## src/rtl/booth_seq_mult.sv

```systemverilog
// Sequential radix-2 Booth multiplier: retires one multiplier bit per clock using an
// n+1-bit accumulator so the most-negative operand multiplies exactly.
module booth_seq_mult #(
  parameter int n = 8
) (
  input  logic                  clk,
  input  logic                  rst,
  input  logic                  start,
  input  logic signed [n-1:0]   multiplicand,
  input  logic signed [n-1:0]   multiplier,
  output logic signed [2*n-1:0] product,
  output logic                  busy,
  output logic                  done
);

  localparam int CW = $clog2(n) + 1;
  localparam logic [CW-1:0] LAST = CW'(n - 1);

  typedef enum logic [1:0] {IDLE, RUN, DONE} state_t;

  state_t              state, state_nx;
  logic signed [n:0]   a, m;
  logic [n-1:0]        q;
  logic                q1;
  logic [CW-1:0]       count;
  logic signed [n:0]   a_sum, a_sh;
  logic [n-1:0]        q_sh;
  logic                q1_sh;
  logic                accept, last;

  function automatic logic signed [n:0] booth_add(input logic [1:0] sel,
                                                  input logic signed [n:0] acc,
                                                  input logic signed [n:0] mc);
    case (sel)
      2'b01:   booth_add = acc + mc;
      2'b10:   booth_add = acc - mc;
      default: booth_add = acc;
    endcase
  endfunction

  // Booth step: conditional add/subtract, then arithmetic shift of {A,Q,Q_1}
  always_comb begin
    a_sum = booth_add({q[0], q1}, a, m);
    a_sh  = {a_sum[n], a_sum[n:1]};
    q_sh  = {a_sum[0], q[n-1:1]};
    q1_sh = q[0];
  end

  always_ff @(posedge clk or negedge rst) begin
    if (!rst) state <= IDLE;
    else      state <= state_nx;
  end

  always_comb begin
    state_nx = state;
    accept   = 1'b0;
    last     = 1'b0;
    case (state)
      IDLE: begin
        accept = start;
        if (start) state_nx = RUN;
      end
      RUN: begin
        last = (count == LAST);
        if (last) state_nx = DONE;
      end
      DONE:    state_nx = IDLE;
      default: state_nx = IDLE;
    endcase
  end

  always_ff @(posedge clk or negedge rst) begin
    if (!rst) begin
      a       <= '0;
      m       <= '0;
      q       <= '0;
      q1      <= 1'b0;
      count   <= '0;
      product <= '0;
    end else if (accept) begin
      a     <= '0;
      m     <= {multiplicand[n-1], multiplicand};
      q     <= multiplier;
      q1    <= 1'b0;
      count <= '0;
    end else if (state == RUN) begin
      a     <= a_sh;
      q     <= q_sh;
      q1    <= q1_sh;
      count <= count + 1'b1;
      // product is written only once, from the post-shift values of the final step
      if (last) product <= {a_sh[n-1:0], q_sh};
    end
  end

  assign busy = (state == RUN);
  assign done = (state == DONE);

endmodule

```

## config.mk

```make
export PLATFORM = sky130hd
export DESIGN_NAME = booth_seq_mult
export DESIGN_NICKNAME = d
export VERILOG_FILES = /design/src/rtl/booth_seq_mult.sv
export SDC_FILE = /design/constraint.sdc
export NUM_CORES = 1
export LEC_CHECK = 0
export CAP_MARGIN = 40
export CORE_MARGIN = 2
export CORE_UTILIZATION = 50
export DETAILED_ROUTE_END_ITERATION = 6
export PLACE_DENSITY = 0.75
export SYNTH_ARGS = -nofsm -noshare
export SYNTH_HDL_FRONTEND = slang
export SYNTH_SLANG_ARGS = --single-unit
```

## constraint.sdc

```tcl
create_clock -name clk -period 3.7 [get_ports clk]
set_input_delay 0.74 -clock clk [delete_from_list [all_inputs] [get_ports clk]]
set_output_delay 0.74 -clock clk [all_outputs]
set_load 0.02 [all_outputs]
```

==> results of run 1 <==
## per-layer routing
layer  part of all wire, %  vias up  track usage, %
met1                    46      912            26.8
met3                   3.4        8            4.80
met5                     0        -               0
met4                   1.5        0            6.26
met2                    49       33            33.2
li1                      -      982               -
## sequential cells by signal (all words and copies together), names as in the netlist
name and count:
state 2, q 8, a 8, product 16, count 4, q1 1, m 8
## cells by family after synthesis
kind of cell	share of synthesized area (%)
AO/OA/AOI/OAI	12.7
XOR/XNOR	4.68
adder cells (fa/ha/maj)	6.48
buffers and inverters	3.45
flip-flops	48.4
multiplexers	3.40
AND/OR/NAND/NOR	20.9
## layout make-up
cell class | instances | share of cell area [%]
Sequential cell | 47 | 39.8
Multi-Input combinational cell | 203 | 39.7
Timing Repair Buffer | 40 | 13.5
Clock buffer | 6 | 2.46
Tap cell | 54 | 2.29
Inverter | 10 | 1.27
Clock inverter | 1 | 1.02
## through the flow
stage	hold WS (ns)	utilization (%)	setup slack [ns]	std cells
floorplan	0.444	-	1.09	272
CTS	0.338	62.9	0.802	361
global route	0.348	62.9	0.560	361
global placement	0.460	60.3	0.954	353
finish	0.328	62.9	0.780	361
detailed placement	0.461	60.7	0.850	354
## layout by cell type (no fill, tap or decap), types with 5 or more instances in the layout
cell                              count
sky130_fd_sc_hd__nor2_1              19
sky130_fd_sc_hd__clkbuf_8             5
sky130_fd_sc_hd__nand3_1             10
sky130_fd_sc_hd__dfrtp_1             47
sky130_fd_sc_hd__mux2i_1              6
sky130_fd_sc_hd__a22oi_1              7
sky130_fd_sc_hd__clkdlybuf4s50_1     35
sky130_fd_sc_hd__o21ai_0             22
sky130_fd_sc_hd__ha_1                11
sky130_fd_sc_hd__inv_1                9
sky130_fd_sc_hd__a21oi_1             11
sky130_fd_sc_hd__nand2_1             70
sky130_fd_sc_hd__xnor2_1              9
## worst paths after layout
check                              end  slack, ns         from  cells past startpoint
hold reg to reg            product[14]       0.48  product[14]                      2
setup reg to reg           product[15]       0.78         m[0]                     12
hold / removal                    a[6]       0.33          rst                      1
min in group clk           product[14]       0.48  product[14]                      2
max in group asynchronous   product[9]       2.89          rst                      2
setup / recovery           product[15]       0.78         m[0]                     12
## worst max-delay path, stage by stage (launching register included)
cell and delay (ns):
sky130_fd_sc_hd__dfrtp_1 0.42, sky130_fd_sc_hd__inv_1 0.09, sky130_fd_sc_hd__ha_1 0.17, sky130_fd_sc_hd__nor3b_1 0.37, sky130_fd_sc_hd__nor2_1 0.12, sky130_fd_sc_hd__xnor2_1 0.16
sky130_fd_sc_hd__ha_1 0.20, sky130_fd_sc_hd__and2_4 0.16, sky130_fd_sc_hd__or4_4 0.41, sky130_fd_sc_hd__o22ai_2 0.11, sky130_fd_sc_hd__mux2i_1 0.32, sky130_fd_sc_hd__xor2_1 0.17
sky130_fd_sc_hd__o21ai_0 0.08
## synth_stat cells (2+ instances only)
cell | n | area [µm²]
sky130_fd_sc_hd__nand2b_1 | 3 | 18.8
sky130_fd_sc_hd__inv_1 | 9 | 33.8
sky130_fd_sc_hd__nor2_1 | 19 | 71.3
sky130_fd_sc_hd__nor2b_1 | 4 | 25.0
sky130_fd_sc_hd__nand3_1 | 10 | 50.1
sky130_fd_sc_hd__nand2_1 | 70 | 263
sky130_fd_sc_hd__a21oi_1 | 11 | 55.1
sky130_fd_sc_hd__xnor2_1 | 9 | 78.8
sky130_fd_sc_hd__mux2_2 | 2 | 22.5
sky130_fd_sc_hd__mux2i_1 | 6 | 60.1
sky130_fd_sc_hd__nor3_1 | 4 | 20.0
sky130_fd_sc_hd__ha_1 | 11 | 138
sky130_fd_sc_hd__a22oi_1 | 7 | 52.6
sky130_fd_sc_hd__xor2_1 | 4 | 35.0
sky130_fd_sc_hd__dfrtp_1 | 47 | 1180
sky130_fd_sc_hd__o21a_1 | 3 | 22.5
sky130_fd_sc_hd__o21ai_0 | 22 | 110
sky130_fd_sc_hd__a31oi_1 | 2 | 12.5
sky130_fd_sc_hd__clkbuf_1 | 10 | 37.5
sky130_fd_sc_hd__nor3b_1 | 2 | 15.0
==> results.toml, run 1 <==
[outcome]
outcome = "complete, no violations"

[sta]
final.setup_skew_ns = 0.00591
grt_setup_unrepaired = "false"
slew_violations = 0
layout_min_cycle_time_ns = 2.92
fmax_mhz = 342
max_slew_margin_pct = 53.6
tightest_pin_transition_ns = 0.694
final_hold_viol_count = 0
setup_viol = 0
final_min_period_over_clock_period_pct = 78.9
totalNegativeSetupSlack_ns = 0

[cells_and_area]
finish.net_count = 338
drive_above_1_share_pct = 5.21
antenna_cells = 0
layout.filler_cells = 413
fin_area_um2 = 2950
multi_input_area_um2 = 1170
area.growth.synth_to_final_pct = 21.5
area.sequential_um2 = 1180

[routing]
drt_pass1_iterations = 4
routed-via-count = 1935
drc = 0
detail_route.wl_per_cell_um = 14.1
finalWirelength_mm = 5.08
antenna_violating_nets_post_route = 0
drt_via_density = 5.36
drt_first_iter_violations = 76

[grt]
grt_pass1_wl_mm = 8.49
vias_in_the_first_global_route = 1828
grt_max_degree = 36
antenna_violations_before_repair = 0
globalRoute.totalOverflow = 0
grtUsageTotal_pct = 20.4

[synthesis]
sequential_area_share_after_synthesis_pct = 48.4
synth-edff-count = 0
ys_seq_elements = 47
netlist_instances = 272
post_syn_nets = 303
netlist-cell-type-count = 37
ys.warnings.count = 0
synthesis.area_per_instance_um2 = 8.94
async_flop_share_pct = 100
synth.cell_area_um2 = 2430
synth_ff_type = "sky130_fd_sc_hd__dfrtp_1"

[die]
fp.coreArea_um2 = 4690
die_height_um = 73.7
io-pin-count = 37
die-width_um = 73.7
floorplan.initialDensity_pct = 51.8
die_area_um2 = 5440
placement_rows = 25

[placed_design]
dp_hpwl_mm = 3.63
placement.io_buffers = 36
place_congestion = 0.857
place_area_um2 = 2850

[critical_path]
required_ns = 3.85
crit_path_max_fanout = 4
worst_setup_path_end_kind = "flop"
cp.arrival_ns = 3.07
timing.critical_path.from_type = "flop"
crit_type = "reg -> reg"

[clock_network]
cts_setup_buffers = 0
tritoncts_clock_tree = "done"
post_cts_hold_buffer_count = 0
cts_resized = 0
cts.root.buffer_cell = "sky130_fd_sc_hd__clkbuf_8"
tritoncts_num_sinks = 47
tritoncts.num_buffers = 5
cts_max_path_buffers = 2
clock_tree.htree_level_count = 2
path_clk_slew_ns = 0.09
insertion_delay_to_the_later_sink_of_the_worst_skew_pair_ns = 0.30

[worst_hold_path]
hp_class = "in -> async"

[flow_run]
max-cap-violations = 0
Power of run 1 is left out: the tool's default activity adds up to more than one toggle a clock period on the data nets, which glitch-free logic cannot reach.
==> run 2: changes to the inputs <==
--- a/config.mk
+++ b/config.mk
@@ -7,7 +7,7 @@
 export LEC_CHECK = 0
 export CAP_MARGIN = 40
 export CORE_MARGIN = 2
-export CORE_UTILIZATION = 50
+export CORE_UTILIZATION = 48
 export DETAILED_ROUTE_END_ITERATION = 6
 export PLACE_DENSITY = 0.75
 export SYNTH_ARGS = -nofsm -noshare
==> constraint.sdc (replaced) <==
create_clock -name clk -period 2.6 [get_ports clk]
set_input_delay 0.52 -clock clk [delete_from_list [all_inputs] [get_ports clk]]
set_output_delay 0.52 -clock clk [all_outputs]
set_load 0.02 [all_outputs]
==> results.toml, run 2 (synthesized netlist as in run 1, its figures left out) <==
[critical_path]
worst_setup_path_end_kind = "flop"
rrSetupSlack_ns = -0.11
crit_path_max_fanout = 3
required_ns = 2.78
critical-path-max-stage-delay_ns = 0.43
path_buf_inv = 2
timing.critical_path.from_type = "flop"
cp_slowest_cell = "sky130_fd_sc_hd__or4_4"
crit_family = "simple AND/OR/NAND/NOR gates"
worst-r2r-cell-count = 13
r2r_start = "m[0]"
crit_chain = "inv_2 -> ha_4 -> nor3b_4 -> buf_6 -> nor2_2 -> xnor2_1 -> ha_2 -> and2_4 -> or4_4 -> o22ai_4 -> mux2i_2 -> xor2_1 -> o21ai_1"
timing.rr.end = "product[15]"
crit_type = "reg -> reg"
cp.arrival_ns = 2.89

[grt]
grt_pass1_wl_mm = 9.58
grt_max_degree = 25
globalRoute.totalOverflow = 0
grtUsageTotal_pct = 22.3
vias_in_the_first_global_route = 2126
antenna_violations_before_repair = 0

[outcome]
outcome = "finished with violations"
violations = "negative setup slack"

[placed_design]
dp_hpwl_mm = 3.96
place_area_um2 = 3000
place_congestion = 0.908
placement.io_buffers = 36

[clock_network]
insertion_delay_to_the_later_sink_of_the_worst_skew_pair_ns = 0.31
tritoncts.num_buffers = 5
cts_max_path_buffers = 2
cts.root.buffer_cell = "sky130_fd_sc_hd__clkbuf_8"
tritoncts_clock_tree = "done"
tritoncts_num_sinks = 47
path_clk_slew_ns = 0.10
post_cts_hold_buffer_count = 0
clock_tree.htree_level_count = 2

[cells_and_area]
largest_reg_flops = 16
final_cell_mix = "sky130_fd_sc_hd__nand2_1 (70), sky130_fd_sc_hd__dfrtp_1 (47), sky130_fd_sc_hd__clkdlybuf4s50_1 (35)"
area.growth.synth_to_final_pct = 31.8
drive_above_1_share_pct = 16.6
antenna_cells = 0
layout.filler_cells = 427
commonest_non_fill_non_tap_cell_in_the_layout = "sky130_fd_sc_hd__nand2_1"
registers.top_by_ff_count = "product"
finish.net_count = 361
fin_area_um2 = 3200

[routing]
routed-via-count = 2074
finalWirelength_mm = 5.72
drc = 0
detail_route.wl_per_cell_um = 14.4
drt_first_iter_violations = 121
drt_pass1_iterations = 4
antenna_violating_nets_post_route = 0
drt_via_density = 5.21

[flow_run]
max-cap-violations = 0

[sta]
max_slew_margin_pct = 59.5
tightest_pin_transition_ns = 0.605
final_min_period_over_clock_period_pct = 104
fmax_mhz = 369
final.setup_skew_ns = 0.0125
totalNegativeSetupSlack_ns = -0.236
setup_viol = 5
slew_violations = 0
setup_ws_ns = -0.111
final_hold_viol_count = 0
grt_setup_unrepaired = "true"
layout_min_cycle_time_ns = 2.71

[die]
fp.coreArea_um2 = 4820
placement_rows = 25
die_area_um2 = 5650
floorplan.initialDensity_pct = 50.5
die-width_um = 75.2
die_height_um = 75.2
io-pin-count = 37

[worst_hold_path]
hp_class = "in -> async"
## run 2: cell types whose count changed in the layout (fill, tap and decap cells not counted), moves of 2 or more
| cell | before | now |
|---|---|---|
| sky130_fd_sc_hd__buf_4 | 3 | 25 |
| sky130_fd_sc_hd__ha_1 | 11 | 7 |
| sky130_fd_sc_hd__a21oi_1 | 11 | 8 |
| sky130_fd_sc_hd__a21oi_2 | 0 | 3 |
| sky130_fd_sc_hd__ha_2 | 0 | 3 |
| sky130_fd_sc_hd__o21ai_0 | 22 | 19 |
| sky130_fd_sc_hd__o21ai_1 | 1 | 4 |
| sky130_fd_sc_hd__buf_6 | 0 | 2 |
| sky130_fd_sc_hd__inv_1 | 9 | 7 |
| sky130_fd_sc_hd__inv_2 | 0 | 2 |
## run 2: cell type report
type                            instances  area [µm²]  share of cell area (%)
Multi-Input combinational cell        203        1250                    39.0
Sequential cell                        47        1180                    36.7
Timing Repair Buffer                   63         566                    17.7
Tap cell                               67        83.8                    2.62
Clock buffer                            5        68.8                    2.15
Inverter                               10        37.5                    1.17
Clock inverter                          3        22.5                   0.703
## run 2: layer usage
metal / vias to the layer above / track usage, % / share of wire, %
met5: - / 0 / 0
met4: 0 / 5.46 / 0.45
met2: 31 / 40.1 / 53
li1: 1025 / - / -
met3: 4 / 3.75 / 2.6
met1: 1014 / 27.9 / 44
## run 2: worst max path at each step
stage	from	endpoint	slack, ns	depth (start not counted)
2_1_floorplan	m[0]	product[15]	0.02	11
3_3_place_gp	m[0]	product[15]	-0.05	11
4_1_cts	m[1]	product[15]	-0.08	10
5_1_grt	m[1]	product[15]	-0.27	10
3_5_place_dp	m[0]	product[15]	-0.23	11
6_report	m[0]	product[15]	-0.11	13
## run 2: worst register-to-register path, delay by kind of cell (launching register included)
family / cells / cell delay (ns)
buffers and inverters: 2 / 0.23
XOR/XNOR: 2 / 0.29
AND/OR/NAND/NOR: 4 / 0.80
multiplexers: 1 / 0.30
AO/OA/AOI/OAI: 2 / 0.22
flip-flops: 1 / 0.42
adder cells (fa/ha/maj): 2 / 0.33
## run 2: through the flow
step / instances / hold slack [ns] / worst slack (ns) / utilization [%]
global placement: 386 / 0.419 / -0.0527 / 62.2
global route: 398 / 0.0993 / -0.273 / 66.5
CTS: 397 / 0.0877 / -0.0768 / 65.9
floorplan: 272 / 0.224 / 0.0154 / -
finish: 398 / 0.0811 / -0.111 / 66.5
detailed placement: 386 / 0.427 / -0.234 / 62.2
## run 2: repair_timing
item	in CTS	in global routing
endpoints found under the setup margin	2	8
setup buffers	3	1
gates resized for setup	17	6
pin swaps	7	5
Power of run 2 is left out for the same reason.
==> run 3: changes to the inputs <==
--- a/config.mk
+++ b/config.mk
@@ -5,11 +5,11 @@
 export SDC_FILE = /design/constraint.sdc
 export NUM_CORES = 1
 export LEC_CHECK = 0
-export CAP_MARGIN = 40
 export CORE_MARGIN = 2
 export CORE_UTILIZATION = 48
 export DETAILED_ROUTE_END_ITERATION = 6
 export PLACE_DENSITY = 0.75
+export SLEW_MARGIN = 20
 export SYNTH_ARGS = -nofsm -noshare
 export SYNTH_HDL_FRONTEND = slang
 export SYNTH_SLANG_ARGS = --single-unit
==> results of run 3 <==
Final layout, timing and power as in run 2 (identical DEF).
Power of run 3 is left out for the same reason.
